**config.mk**
```make
export PLATFORM = sky130hd
export DESIGN_NAME = rotary_bank
export DESIGN_NICKNAME = d
export VERILOG_FILES = /design/src/rtl/rotary_bank.sv
export SDC_FILE = /design/constraint.sdc
export NUM_CORES = 1
export LEC_CHECK = 0
export ABC_CLOCK_PERIOD_IN_PS = 6000
export CAP_MARGIN = 25
export CORE_MARGIN = 5
export CORE_UTILIZATION = 60
export DETAILED_ROUTE_END_ITERATION = 10
export PLACE_DENSITY = 0.85
export SLEW_MARGIN = 25
export SYNTH_ARGS = -nofsm -noshare
export SYNTH_HDL_FRONTEND = slang
export SYNTH_SLANG_ARGS = --single-unit
export TNS_END_PERCENT = 50
```
**constraint.sdc**
```tcl
create_clock -name clk -period 6 [get_ports clk]
set_input_delay 0.6 -clock clk [delete_from_list [all_inputs] [get_ports clk]]
set_output_delay 0.6 -clock clk [all_outputs]
set_load 0.05 [all_outputs]
```
**src/rtl/rotary_bank.sv**
```systemverilog
// rotary_bank: CHANNELS quadrature encoders -> 2-flop sync, debounce, 4x decode, bounded value regs; optional step acceleration under `ROTARY_ACCEL_EN`.
// Latency: pin edge to value/step_pulse is 2 + DEB_CYCLES + 1 cycles (19 with DEB_CYCLES=16).
// Backpressure: none; free-running, every decoded edge is applied in the cycle it is decoded.
module rotary_bank #(
  parameter int CHANNELS     = 4,
  parameter int BITS         = 12,
  parameter int INC          = 32,
  parameter int INIT         = 0,
  parameter int MIN          = 0,
  parameter int MAX          = 4095,
  parameter int WRAP         = 0,
  parameter int DEB_CYCLES   = 16,
  parameter int ACCEL_WINDOW = 4096,
  parameter int ACCEL_MULT   = 4
) (
  input  logic                     clk,
  input  logic                     resetn,
  input  logic [CHANNELS-1:0]      quad_a,
  input  logic [CHANNELS-1:0]      quad_b,
  input  logic [CHANNELS-1:0]      clr,
  output logic [CHANNELS*BITS-1:0] value,
  output logic [CHANNELS-1:0]      step_pulse,
  output logic [CHANNELS-1:0]      step_dir
);

  // Inputs are handled as one vector: bits [CHANNELS-1:0] are A pins, the upper half B pins.
  localparam int NIN = 2 * CHANNELS;
  // Counter only has to reach DEB_CYCLES-1.
  localparam int CW  = (DEB_CYCLES > 1) ? $clog2(DEB_CYCLES) : 1;
  // One extra bit so v+S and MIN+S never overflow.
  localparam int AW  = BITS + 1;

  localparam logic [CW-1:0]   DEB_LAST = CW'((DEB_CYCLES > 0) ? DEB_CYCLES - 1 : 0);
  localparam logic [AW-1:0]   MIN_W    = AW'(MIN);
  localparam logic [AW-1:0]   MAX_W    = AW'(MAX);
  localparam logic [AW-1:0]   RANGE_W  = AW'(MAX - MIN + 1);
  localparam logic [AW-1:0]   INC_W    = AW'(INC);
  localparam logic [BITS-1:0] MIN_V    = BITS'(MIN);
  localparam logic [BITS-1:0] MAX_V    = BITS'(MAX);
  localparam logic [BITS-1:0] INIT_V   = BITS'(INIT);

  logic [NIN-1:0]                 sync1_q, sync1_d;
  logic [NIN-1:0]                 sync2_q, sync2_d;
  logic [NIN-1:0]                 deb_q, deb_d;
  logic [NIN-1:0]                 prev_q, prev_d;
  logic [NIN-1:0]                 deb_s;
  logic [NIN-1:0][CW-1:0]         cnt_q, cnt_d;
  logic [CHANNELS-1:0][BITS-1:0]  val_q, val_d;
  logic [CHANNELS-1:0]            pulse_q, pulse_d;
  logic [CHANNELS-1:0]            dir_q, dir_d;
  logic [CHANNELS-1:0]            stp_edge, stp_up;
  logic [CHANNELS-1:0][AW-1:0]    stp_size, sum_up, lim_dn;
  logic [CHANNELS-1:0][BITS-1:0]  nxt_val;

  // Two-flop synchroniser on every raw encoder pin.
  always_comb begin
    sync1_d = {quad_b, quad_a};
    sync2_d = sync1_q;
  end

  // Debounce: the filtered state follows the sample only after DEB_CYCLES consecutive differing cycles.
  always_comb begin
    deb_d = deb_q;
    cnt_d = cnt_q;
    for (int i = 0; i < NIN; i++) begin
      if (DEB_CYCLES == 0) begin
        deb_d[i] = sync2_q[i];
        cnt_d[i] = '0;
      end else if (sync2_q[i] != deb_q[i]) begin
        if (cnt_q[i] == DEB_LAST) begin
          deb_d[i] = sync2_q[i];
          cnt_d[i] = '0;
        end else begin
          cnt_d[i] = cnt_q[i] + 1'b1;
        end
      end else begin
        cnt_d[i] = '0;
      end
    end
  end

  // With the filter bypassed the decoder looks straight at the synchroniser output.
  always_comb begin
    deb_s  = (DEB_CYCLES == 0) ? sync2_q : deb_q;
    prev_d = deb_s;
  end

  // 4x quadrature decode; a double change cancels in the XOR and is dropped.
  always_comb begin
    stp_edge = '0;
    stp_up   = '0;
    for (int c = 0; c < CHANNELS; c++) begin
      stp_edge[c] = deb_s[c] ^ prev_q[c] ^ deb_s[CHANNELS+c] ^ prev_q[CHANNELS+c];
      stp_up[c]   = prev_q[c] ^ deb_s[CHANNELS+c];
    end
  end

`ifdef ROTARY_ACCEL_EN
  localparam int              TW      = $clog2(ACCEL_WINDOW + 1);
  localparam logic [TW-1:0]   TMR_SAT = TW'(ACCEL_WINDOW);
  localparam logic [AW-1:0]   FAST_W  = AW'(INC * ACCEL_MULT);

  logic [CHANNELS-1:0][TW-1:0] tmr_q, tmr_d;

  // Per-channel time-since-step; a recent step selects the multiplied step size.
  always_comb begin
    tmr_d    = tmr_q;
    stp_size = '0;
    for (int c = 0; c < CHANNELS; c++) begin
      stp_size[c] = (tmr_q[c] < TMR_SAT) ? FAST_W : INC_W;
      if (clr[c]) begin
        tmr_d[c] = TMR_SAT;
      end else if (stp_edge[c]) begin
        tmr_d[c] = '0;
      end else if (tmr_q[c] < TMR_SAT) begin
        tmr_d[c] = tmr_q[c] + 1'b1;
      end
    end
  end

  // Timers start saturated so the first step after reset is never accelerated.
  always_ff @(posedge clk or negedge resetn) begin
    if (!resetn) begin
      tmr_q <= {CHANNELS{TMR_SAT}};
    end else begin
      tmr_q <= tmr_d;
    end
  end
`else
  localparam int accel_unused = ACCEL_WINDOW + ACCEL_MULT;

  // Without acceleration every step moves by INC.
  assign stp_size = {CHANNELS{INC_W}};
`endif

  // Candidate next value for an edge: clamp at the bounds or wrap modulo the range.
  always_comb begin
    sum_up  = '0;
    lim_dn  = '0;
    nxt_val = '0;
    for (int c = 0; c < CHANNELS; c++) begin
      sum_up[c] = {1'b0, val_q[c]} + stp_size[c];
      lim_dn[c] = MIN_W + stp_size[c];
      if (stp_up[c]) begin
        if (sum_up[c] > MAX_W) begin
          nxt_val[c] = (WRAP != 0) ? BITS'(sum_up[c] - RANGE_W) : MAX_V;
        end else begin
          nxt_val[c] = BITS'(sum_up[c]);
        end
      end else begin
        if ({1'b0, val_q[c]} < lim_dn[c]) begin
          nxt_val[c] = (WRAP != 0) ? BITS'({1'b0, val_q[c]} + RANGE_W - stp_size[c]) : MIN_V;
        end else begin
          nxt_val[c] = BITS'({1'b0, val_q[c]} - stp_size[c]);
        end
      end
    end
  end

  // Register update; clear wins over a coincident edge and suppresses its strobe.
  always_comb begin
    val_d   = val_q;
    pulse_d = '0;
    dir_d   = dir_q;
    for (int c = 0; c < CHANNELS; c++) begin
      if (clr[c]) begin
        val_d[c] = INIT_V;
      end else if (stp_edge[c]) begin
        val_d[c]   = nxt_val[c];
        pulse_d[c] = 1'b1;
        dir_d[c]   = stp_up[c];
      end
    end
  end

  // All per-channel state; reset discards any partial debounce or rotation.
  always_ff @(posedge clk or negedge resetn) begin
    if (!resetn) begin
      sync1_q <= '0;
      sync2_q <= '0;
      deb_q   <= '0;
      prev_q  <= '0;
      cnt_q   <= '0;
      val_q   <= {CHANNELS{INIT_V}};
      pulse_q <= '0;
      dir_q   <= '0;
    end else begin
      sync1_q <= sync1_d;
      sync2_q <= sync2_d;
      deb_q   <= deb_d;
      prev_q  <= prev_d;
      cnt_q   <= cnt_d;
      val_q   <= val_d;
      pulse_q <= pulse_d;
      dir_q   <= dir_d;
    end
  end

  assign value      = val_q;
  assign step_pulse = pulse_q;
  assign step_dir   = dir_q;

endmodule

```
======== Yosys cells after proc, flatten, opt, wreduce, memory -nomap -nowiden ========
Index checks and enable logic that the tools add are counted.
operators by class
  $add $sub $neg .......................... 16
  order comparisons ....................... 8
  equality and inequality tests ........... 16
  multiplexer cells ....................... 44
  bitwise operators ....................... 20
  reduce and logical (&&, ||, !) cells .... 16
operator list
  cell                                                              count
  2-to-1 mux 12 bit                                                 20
  2-to-1 mux 4 bit                                                  16
  adder 12 x 6 -> 13 bit (second input constant)                    4
  greater-than comparator 13 x 12 -> 1 bit (second input constant)  4
  less-than comparator 12 x 6 -> 1 bit (second input constant)      4
  subtractor 12 x 6 -> 12 bit (second input constant)               4
  adder 4 x 1 -> 4 bit (second input constant)                      8
  == test 4 bit (second input constant)                             8
  AND reduction 2 bit                                               12
  XOR 1 bit                                                         16
  2-to-1 mux 1 bit                                                  8
  != test 1 bit                                                     8
  nonzero test 2 bit                                                4
  NOT 1 bit                                                         4
storage, ports and cells
  bits in registers ....................... 120

======== Longest topological paths before layout ========
Gate-level depths: netlist of the first run.
  word-level depth ........................ 6
  depth in mapped cells ................... 9
  mapped depth without buffers ............ 8

======== Least setup slack after synthesis of the first run ========
No wires, ideal clock.
  path kind ............................... reg2reg
  start ................................... register val_q, in the netlist value[18]
  end ..................................... register val_q, in the netlist value[18]
  library setup time ...................... 0.122 ns
  arrival ................................. 2.331 ns
  path slack .............................. 3.547 ns
  cell stages (with the launch flop) ...... 8
  path buffers ............................ 0
  clock period less this slack ............ 2.453 ns
  cells stage by stage .................... dfrtp_1 ha_1 nand3_1 or2_2 xnor2_1 a31o_2 a211o_1 a32o_1
on the way
  word-level cells in the longest chain between the ends .. 6
  elaborated cells on any way between the ends .. 9
  those cells by class .................... 2 x add/sub; 2 x order compare; 5 x mux
RTL lines
  element                                   RTL line  RTL
  from (decl)                               48        logic [CHANNELS-1:0][BITS-1:0] val_q, val_d;
  from (signal assigned)                    184       val_q <= {CHANNELS{INIT_V}};
  from (signal assigned)                    193       val_q <= val_d;
  adder 12 x 6 -> 13 bit                    142       sum_up[c] = {1'b0, val_q[c]} + stp_size[c];
  greater-than comparator 13 x 12 -> 1 bit  145       if (sum_up[c] > MAX_W) begin
  2-to-1 mux 12 bit                         145
  2-to-1 mux 12 bit *                       144       if (stp_up[c]) begin
  2-to-1 mux 12 bit *                       168       end else if (stp_edge[c]) begin
  2-to-1 mux 12 bit *                       166       if (clr[c]) begin
Mark *: on every way between the ends. The rest lies on a longest branch, timed or not. The select of a mux whose other input is x is not followed.
A chain may end at the register's enable or synchronous reset.

======== Final worst setup path of the first run ========
  start ................................... register val_q, in the netlist value[9]
  end ..................................... output value[9]
RTL lines
  element    RTL line  RTL
  to (decl)  21        output logic [CHANNELS*BITS-1:0] value,
No word-level cell between the ends.

==> results of run 1 <==
cell type report:
cell class / instances / area share, %
Clock buffer: 10 / 1.96
Clock inverter: 6 / 1.38
Inverter: 22 / 1.27
Multi-Input combinational cell: 422 / 42.2
Sequential cell: 104 / 39.9
Tap cell: 129 / 2.48
Timing Repair Buffer: 71 / 10.8
state kept, by name (all words and copies together) (netlist names):
name	cells
prev_q	8
deb_q	8
sync2_q	8
value	32
step_pulse	4
sync1_q	8
step_dir	4
cnt_q	32
layout by cell type, fill, tap and decap left out, types with 6 or more instances in the layout:
cell             instances
a31oi_1                  8
nand2b_1                 7
a21oi_1                 39
a32o_1                   6
nand4b_1                 9
nor2b_1                 11
xnor2_1                 36
inv_1                   22
nand4_1                  8
nor2_1                  50
clkbuf_8                 9
clkdlybuf4s50_1         68
xor2_1                  11
o21ai_0                 36
ha_1                    20
nand3_1                 28
nor3b_1                 10
a21o_1                   8
mux2_2                   9
nor3_1                   9
nand2_1                 43
dfrtp_1                104
and3_1                   7
metal layers:
metal,GRT usage (%),routed length [um],up-vias
li1,-,-,2158
met5,0,0,-
met4,6.76,193,0
met3,2.77,550,26
met1,27.1,5090,2161
met2,35.8,5830,131
stage by stage:
| stage | power, mW | setup slack [ns] | cells |
|---|---|---|---|
| finish | 1.28 | 3.55 | 764 |
| global route | 1.33 | 3.45 | 764 |
| CTS | 1.29 | 3.54 | 764 |
| detailed placement | 0.822 | 3.65 | 748 |
| global placement | 0.817 | 3.70 | 748 |
| floorplan | 0.786 | 3.55 | 585 |
cells by family after synthesis:
family	count (synthesis)
flops	104
xor+xnor	48
mux	14
simple gates	205
fa+ha+maj	20
buf+inv	59
compound gates	135
report_power, final:
group	internal [mW]	switching [mW]	total, mW
registers	0.720	0.0173	0.737
logic	0.0299	0.0406	0.0704
clock network	0.238	0.236	0.473
worst max-delay path by stage:
stage | cells after the start | slack (ns) | startpoint | to
2_1_floorplan | 7 | 3.55 | value[18] | value[18]
3_3_place_gp | 7 | 3.70 | value[17] | value[18]
3_5_place_dp | 7 | 3.65 | value[17] | value[18]
4_1_cts | 1 | 3.54 | value[9] | value[9]
5_1_grt | 7 | 3.45 | value[17] | value[18]
6_report | 1 | 3.55 | value[9] | value[9]
==> qor.csv, run 1 <==
metric,value,unit
First DRT Iteration DRCs,262,
# hold bufs at CTS,0,
clk sinks,104,
P_leak,2.75,nW
clock buffer depth,2,
outcome,finished clean,
clock root buffer,clkbuf_8,
"Async S/R FF share, synth",100,%
vias post-DR,4476,
Clock Skews,0.0123,ns
filler instances,684,
Synth Area in XOR/XNOR,7.54,%
Tot GR Track Use,20.8,%
Seq cells post-synth,104,
fmax,0.408,GHz
# rows,35,
largest net degree at the start of global routing,56,
worst hold margin,0.249,ns
Period minus WS final,2.45,ns
final setup TNS,0,ns
first-pass GRT wire length,19800,um
Avg Synthesized Cell Area,9.70,sq um
"top cells by area, synth","dfrtp_1 (46%), xnor2_1 (5.6%), ha_1 (4.4%)",
mean routed wirelength per cell,15.3,um
crit path kind,flop to primary output,
Ports,70,
Register Area,2600,sq um
top cell type's share of synthesized area,45.9,%
TritonCTS clock tree,done,
warning count from the yosys run,0,
Vert. Die Dim,107,um
"Core Util, Final",70.6,%
Area growth syn-to-layout,14.9,%
CTS buffer count,9,
element type at the critical path start,flop,
most frequent cell after synthesis,dfrtp_1,
Synth cell types,58,
final setup fails,0,
syn nets,619,
fin nets,664,
H-tree levels,3,
worst r2r path cells,8,
Worst R2R End,value[11],
unrepaired setup endpoints after global routing,false,
cell accounting for the most synthesized area,dfrtp_1,
period utilisation layout,40.9,%
post-route ant nets,0,
post-synthesis compound-gate area fraction,15.2,%
area of the multi-input gates,2750,sq um
initial antenna violation count,0,
mux cell area share after synthesis,2.67,%
Post-CTS Setup Inserts,0,
Crit-path slowest cell,clkdlybuf4s50_1,
"Hold Violations, Final",0,
"critical path, cell by cell",clkdlybuf4s50_1,
DP Area,6300,sq um
Hold Path Class,input port to asynchronous set/reset pin,
reg2reg start,value[5],
max cap viols,0,
I/O Buffers,69,
"Reg clk slew, reported paths",0.10,ns
Final Cell Area,6520,sq um
CTS resizes,0,
Antenna diodes,0,
VDD IR max,0.148,mV
WL final,11700,um
HPWL after detailed placement,8320,um
Post-synth top cells,"dfrtp_1 (104), nor2_1 (50), nand2_1 (43), a21oi_1 (39)",
simple-gate portion of the synthesized area,18.7,%
CP Capture Type,primary output,
crit path DAT,1.85,ns
worst skew pair latency,0.36,ns
R2R Setup Slk,3.61,ns
largest family of logic cells by synthesized area,simple AND/OR/NAND/NOR gates,
buffers plus inverters on the worst setup path,1,
chip width,107,um
Mapped Area,5670,sq um
First-pass DRT Iterations,6,
die area,11500,sq um
GRT Residual Overflow,0,
sequential element share of the synthesized area,45.9,%
Adder-Cell Fraction of Synth Area,4.41,%
main flop type after synthesis,dfrtp_1,
layout cells sized above 1,6.30,%
total power per unit cell area,196,nW/um^2
critical path's top delay family,buffers and inverters,
drt drc,0,
crit-path max FO,14,
Via density,5.86,
Worst Tran Pin Value,0.826,ns
Syn Inst Count,585,
worst rel slew slack,44.5,%
"slowest stage delay, CP",0.89,ns
Initial Util,61.4,%
Slew Limit Fails,0,
number of global-route vias before repair,4301,
Placer Congestion,0.937,
Core ar.,9240,sq um
"EDFF count, synth",0,
Worst EP required,5.40,ns
No activity file was read; power rests on OpenSTA's default activity.
==> inputs of run 2 (changes only) <==
--- a/config.mk
+++ b/config.mk
@@ -5,12 +5,12 @@
 export SDC_FILE = /design/constraint.sdc
 export NUM_CORES = 1
 export LEC_CHECK = 0
-export ABC_CLOCK_PERIOD_IN_PS = 6000
+export ABC_CLOCK_PERIOD_IN_PS = 2300
 export CAP_MARGIN = 25
 export CORE_MARGIN = 5
-export CORE_UTILIZATION = 60
+export CORE_UTILIZATION = 56
 export DETAILED_ROUTE_END_ITERATION = 10
-export PLACE_DENSITY = 0.85
+export PLACE_DENSITY = 0.8
 export SLEW_MARGIN = 25
 export SYNTH_ARGS = -nofsm -noshare
 export SYNTH_HDL_FRONTEND = slang
==> constraint.sdc (replaced) <==
create_clock -name clk -period 2.3 [get_ports clk]
set_input_delay 0.23 -clock clk [delete_from_list [all_inputs] [get_ports clk]]
set_output_delay 0.23 -clock clk [all_outputs]
set_load 0.05 [all_outputs]
==> run 2 against run 1 <==
  * Wire length rose by 4.8%
  * Total power rose to 2.6 times the previous value
  * Worst hold slack improved by 0.038 ns
  * Die area is 6.5% higher
  * Worst setup slack got worse by 3.4 ns
  * Clock-buffer cell count grew 1
  * First-iteration DRC count rose by 32%
  * Flip-flop and latch count stayed put
  * Combinational power increased to 2.8 times the previous value
  * Core utilization fell by 1.8 points
  * Non-clock buffer count grew 25
  * Largest power group unchanged
==> qor.csv, run 2 (synthesis gave the netlist of run 1 again) <==
metric,value,unit
CP Capture Type,flop,
WL final,12200,um
Worst Tran Pin Value,0.770,ns
"slowest stage delay, CP",0.53,ns
Worst R2R End,value[17],
Register Area,2610,sq um
# rows,36,
R2R Setup Slk,0.11,ns
clock root buffer,clkbuf_8,
First-pass DRT Iterations,5,
Ports,70,
vias post-DR,4646,
DP Area,6480,sq um
Via density,5.86,
H-tree levels,3,
Clk pwr share,35.8,%
element type at the critical path start,flop,
"most common cell after layout, fill and taps aside",dfrtp_1,
worst skew pair latency,0.36,ns
Crit-path slowest cell,or4b_4,
Final Cell Area,6750,sq um
crit path kind,flop to flop,
layout cells sized above 1,11.1,%
clk sinks,104,
crit path DAT,2.43,ns
Total Power,3.30,mW
Slew Limit Fails,0,
Hold Startpoint,quad_b[0],
initial antenna violation count,0,
Core ar.,9820,sq um
reg2reg start,value[18],
Hold Path End,sync1_q[4],
HPWL after detailed placement,8760,um
logic gate share of total power,5.9,%
final setup fails,0,
GRT Residual Overflow,0,
number of global-route vias before repair,4518,
cell total after placement,773,
Tot GR Track Use,20.3,%
final setup TNS,0,ns
worst rel slew slack,48.3,%
unrepaired setup endpoints after global routing,false,
die area,12200,sq um
fin nets,689,
period utilisation layout,95.4,%
"Core Util, Final",68.8,%
internal cell power,2.51,mW
most frequent cells in the layout,"dfrtp_1 (99), clkdlybuf4s50_1 (68), nor2_1 (50)",
max cap viols,0,
fmax,0.456,GHz
"critical path, cell by cell","buf_4, or3_4, or4b_4, a21oi_2, nor2_2, nand4_1, o311ai_1",
worst slack at placement,0.111,ns
Antenna diodes,0,
Worst EP required,2.53,ns
mean routed wirelength per cell,15.4,um
Switching Fraction,24.1,%
buffers plus inverters on the worst setup path,1,
chip width,111,um
final std cells w/o fill,793,
Flop pwr share,58.2,%
largest net degree at the start of global routing,49,
clock buffer depth,2,
outcome,finished clean,
VDD IR max,0.470,mV
Period minus WS final,2.19,ns
filler instances,798,
Placer Congestion,0.904,
worst hold margin,0.288,ns
I/O Buffers,69,
"Reg clk slew, reported paths",0.10,ns
CTS buffer count,9,
Hold Path Class,input port to flop,
Hold Crit Depth,1,
post-route ant nets,0,
Clock Skews,0.0110,ns
P_leak,2.87,nW
worst r2r path cells,7,
Initial Util,57.8,%
TritonCTS clock tree,done,
crit-path max FO,5,
area of the multi-input gates,2780,sq um
First DRT Iteration DRCs,347,
slack of the critical path,0.106,ns
critical path's top delay family,simple AND/OR/NAND/NOR gates,
Vert. Die Dim,111,um
P_sw,795,uW
"Hold Violations, Final",0,
Area growth syn-to-layout,19.0,%
drt drc,0,
total power per unit cell area,489,nW/um^2
first-pass GRT wire length,21100,um
run 2: cell types whose count changed in the layout (fill, tap and decap cells not counted), sizes merged:
cell / before / now
buf: 3 / 27
clkinvlp: 1 / 2
bufinv: 2 / 1
inv: 24 / 23
dlygate4sd3: 0 / 1
clkbuf: 10 / 11
run 2: final cells by class:
| class | count | share of cell area (%) |
|---|---|---|
| clock buffers | 11 | 2.09 |
| flip-flops and latches | 104 | 38.6 |
| inverters | 22 | 1.22 |
| multi-input cells | 422 | 41.2 |
| clock inverters | 5 | 0.964 |
| well taps | 133 | 2.46 |
| repair buffers | 96 | 13.4 |
run 2: how the worst max path moves through the flow:
stage	start	to	slack, ns	depth (start not counted)
final	value[18]	value[17]	0.11	7
after global routing	deb_q[6]	value[32]	0.005	5
after CTS	value[5]	value[11]	0.09	8
after detailed placement	value[18]	value[18]	0.11	7
after global placement	value[18]	value[18]	0.17	7
after floorplan	value[19]	value[18]	-0.03	7
run 2: power groups by stage:
stage	sequential (mW)	clock (mW)	combinational [mW]
after floorplan	1.95	0	0.0966
final	1.92	1.18	0.196
after detailed placement	1.96	0	0.197
after global placement	1.95	0	0.188
after global routing	1.93	1.29	0.224
after CTS	1.92	1.21	0.200
run 2: repair_timing:
item	in CTS	in global routing
endpoints found under the hold margin	32	0
setup buffers	0	3
setup endpoints to repair	0	9
resized for setup	0	8
hold buffers	1	0
run 2: worst reg2reg max path, stage by stage (launching register included):
cell	delay (ns)
dfrtp_2	0.44
buf_4	0.16
or3_4	0.40
or4b_4	0.53
a21oi_2	0.20
nor2_2	0.08
nand4_1	0.15
o311ai_1	0.12
run 2: routing by layer:
layer | vias to the layer above | share of wire [%] | track usage (%)
met3 | 21 | 4.4 | 3.77
met1 | 2282 | 44 | 26.3
met2 | 137 | 50 | 34.3
met5 | - | 0 | 0
li1 | 2206 | - | -
met4 | 0 | 1.4 | 6.81
==> inputs of run 3 (changes only) <==
--- a/config.mk
+++ b/config.mk
@@ -8,9 +8,9 @@
 export ABC_CLOCK_PERIOD_IN_PS = 2300
 export CAP_MARGIN = 25
 export CORE_MARGIN = 5
-export CORE_UTILIZATION = 56
+export CORE_UTILIZATION = 45
 export DETAILED_ROUTE_END_ITERATION = 10
-export PLACE_DENSITY = 0.8
+export PLACE_DENSITY = 0.67
 export SLEW_MARGIN = 25
 export SYNTH_ARGS = -nofsm -noshare
 export SYNTH_HDL_FRONTEND = slang
==> run 3 against run 2 <==
  * Via count shrank 2.6%
  * Global-route usage fell by 3.5 points
  * Critical path depth is 1 higher
  * Wire length decreased by 1.5%
  * Critical endpoint is now value[6]
==> qor.csv, run 3 (synthesis gave the netlist of run 1 again) <==
metric,value,unit
outcome,finished clean,
Slew Limit Fails,0,
DR top layer,met4,
element type at the critical path start,flop,
buffers plus inverters on the worst setup path,1,
Setup crit start,value[5],
critical path's top delay family,compound AO/OA/AOI/OAI gates,
fin nets,688,
period utilisation layout,95.6,%
Hold Path Class,input port to flop,
mean routed wirelength per cell,14.5,um
total power per unit cell area,553,nW/um^2
filler instances,1103,
Area growth syn-to-layout,21.9,%
DP Area,6550,sq um
Hold Startpoint,quad_a[1],
Final Cell Area,6920,sq um
worst r2r path cells,8,
Ports,70,
First DRT Iteration DRCs,405,
"Reg clk slew, reported paths",0.07,ns
CP Capture Type,flop,
Period minus WS final,2.20,ns
clock root buffer,clkbuf_16,
WL final,12000,um
crit-path max FO,8,
GRT Residual Overflow,0,
post-route ant nets,0,
Tot GR Track Use,16.8,%
final setup fails,0,
Vert. Die Dim,122,um
TritonCTS clock tree,done,
Worst EP required,2.54,ns
Worst Tran Pin Value,0.828,ns
die area,15000,sq um
Placer Congestion,0.876,
Antenna diodes,0,
CTS buffer count,9,
Clock Skews,0.00798,ns
VDD IR max,0.395,mV
clk sinks,104,
max cap viols,0,
"critical path, cell by cell","buf_4, ha_1, nand2_1, mux2i_1, a31oi_1, o31ai_4, or3_1, a32o_1",
"most common cell after layout, fill and taps aside",dfrtp_1,
drt drc,0,
met2 routed WL,5790,um
# rows,41,
Initial Util,45.5,%
First-pass DRT Iterations,5,
initial antenna violation count,0,
vias post-DR,4525,
Core ar.,12500,sq um
H-tree levels,3,
fmax,0.455,GHz
most frequent cells in the layout,"dfrtp_1 (100), clkdlybuf4s50_1 (68), nor2_1 (50)",
metal3 WL,553,um
Crit-path slowest cell,dfrtp_2,
worst slack at placement,0.0827,ns
crit path DAT,2.44,ns
HPWL after detailed placement,8530,um
"slowest stage delay, CP",0.41,ns
Via density,5.45,
P_leak,2.93,nW
worst skew pair latency,0.35,ns
largest net degree at the start of global routing,44,
Metal-1 WL,5550,um
layout cells sized above 1,10.9,%
Hold Crit Depth,1,
first-pass GRT wire length,20600,um
stages on the worst setup path,8,
reg2reg start,value[5],
slack of the critical path,0.101,ns
chip width,122,um
I/O Buffers,69,
"Hold Violations, Final",0,
crit path kind,flop to flop,
clock buffer depth,2,
number of global-route vias before repair,4421,
worst rel slew slack,44.4,%
run 3: changes by cell type in the layout (fill, tap and decap cells not counted), sizes merged:
cell / before / now
clkinvlp: 2 / 1
clkbuf: 11 / 10
inv: 23 / 24
bufinv: 1 / 2
buf: 27 / 26
run 3: path summary, 6_finish.rpt:
kind / to / slack (ns)
max: value[6] / 0.10
min: sync1_q[1] / 0.31
max reg2reg: value[6] / 0.10
min reg2reg: sync2_q[4] / 0.35
max in group asynchronous: value[6] / 1.18
min in group asynchronous: value[45] / 0.41
run 3: worst register-to-register path: stages (launching register included):
cell and delay, ns:
dfrtp_2 0.41, buf_4 0.16, ha_1 0.28, nand2_1 0.09, mux2i_1 0.07, a31oi_1 0.36
o31ai_4 0.14, or3_1 0.32, a32o_1 0.25
run 3: cell type report:
class,count,area [sq um],area share [%]
clock buffer,10,239,3.45
sequential,104,2610,37.7
clock inverter,6,98.8,1.43
inverter,22,82.6,1.19
timing repair buffer,95,898,13.0
multi-input combinational,422,2780,40.1
tap,172,215,3.11
run 3: power breakdown:
part / total, mW / leakage, nW / internal, mW / switching [mW]
sequential: 1.92 / 1.38 / 1.88 / 0.0436
clock: 1.71 / 0.163 / 1.00 / 0.710
combinational: 0.194 / 1.38 / 0.0860 / 0.108
total: 3.83 / 2.93 / 2.97 / 0.862
run 3: through the flow:
| stage | cells | TNS [ns] | total power, mW | utilization, % | hold slack, ns |
|---|---|---|---|---|---|
| after floorplan | 585 | -0.0253 | 2.05 | - | -0.0656 |
| after detailed placement | 814 | 0 | 2.15 | 52.5 | 0.276 |
| after global placement | 814 | 0 | 2.14 | 52.5 | 0.269 |
| after CTS | 831 | 0 | 3.89 | 55.3 | 0.300 |
| final | 831 | 0 | 3.83 | 55.5 | 0.315 |
| after global routing | 831 | -0.0274 | 4.01 | 55.5 | 0.297 |
run 3: what timing repair did:
action | in CTS | in global routing
hold buffers | 1 | 0
hold endpoints to repair | 41 | 0
setup endpoints to repair | 0 | 6
gates resized for setup | 0 | 7
setup buffers | 0 | 0
run 3: per-layer routing:
layer / up-vias / track usage [%]
li1: 2211 / -
met1: 2200 / 22.8
met2: 102 / 27.4
met3: 12 / 3.78
met4: 0 / 4.20
met5: - / 0
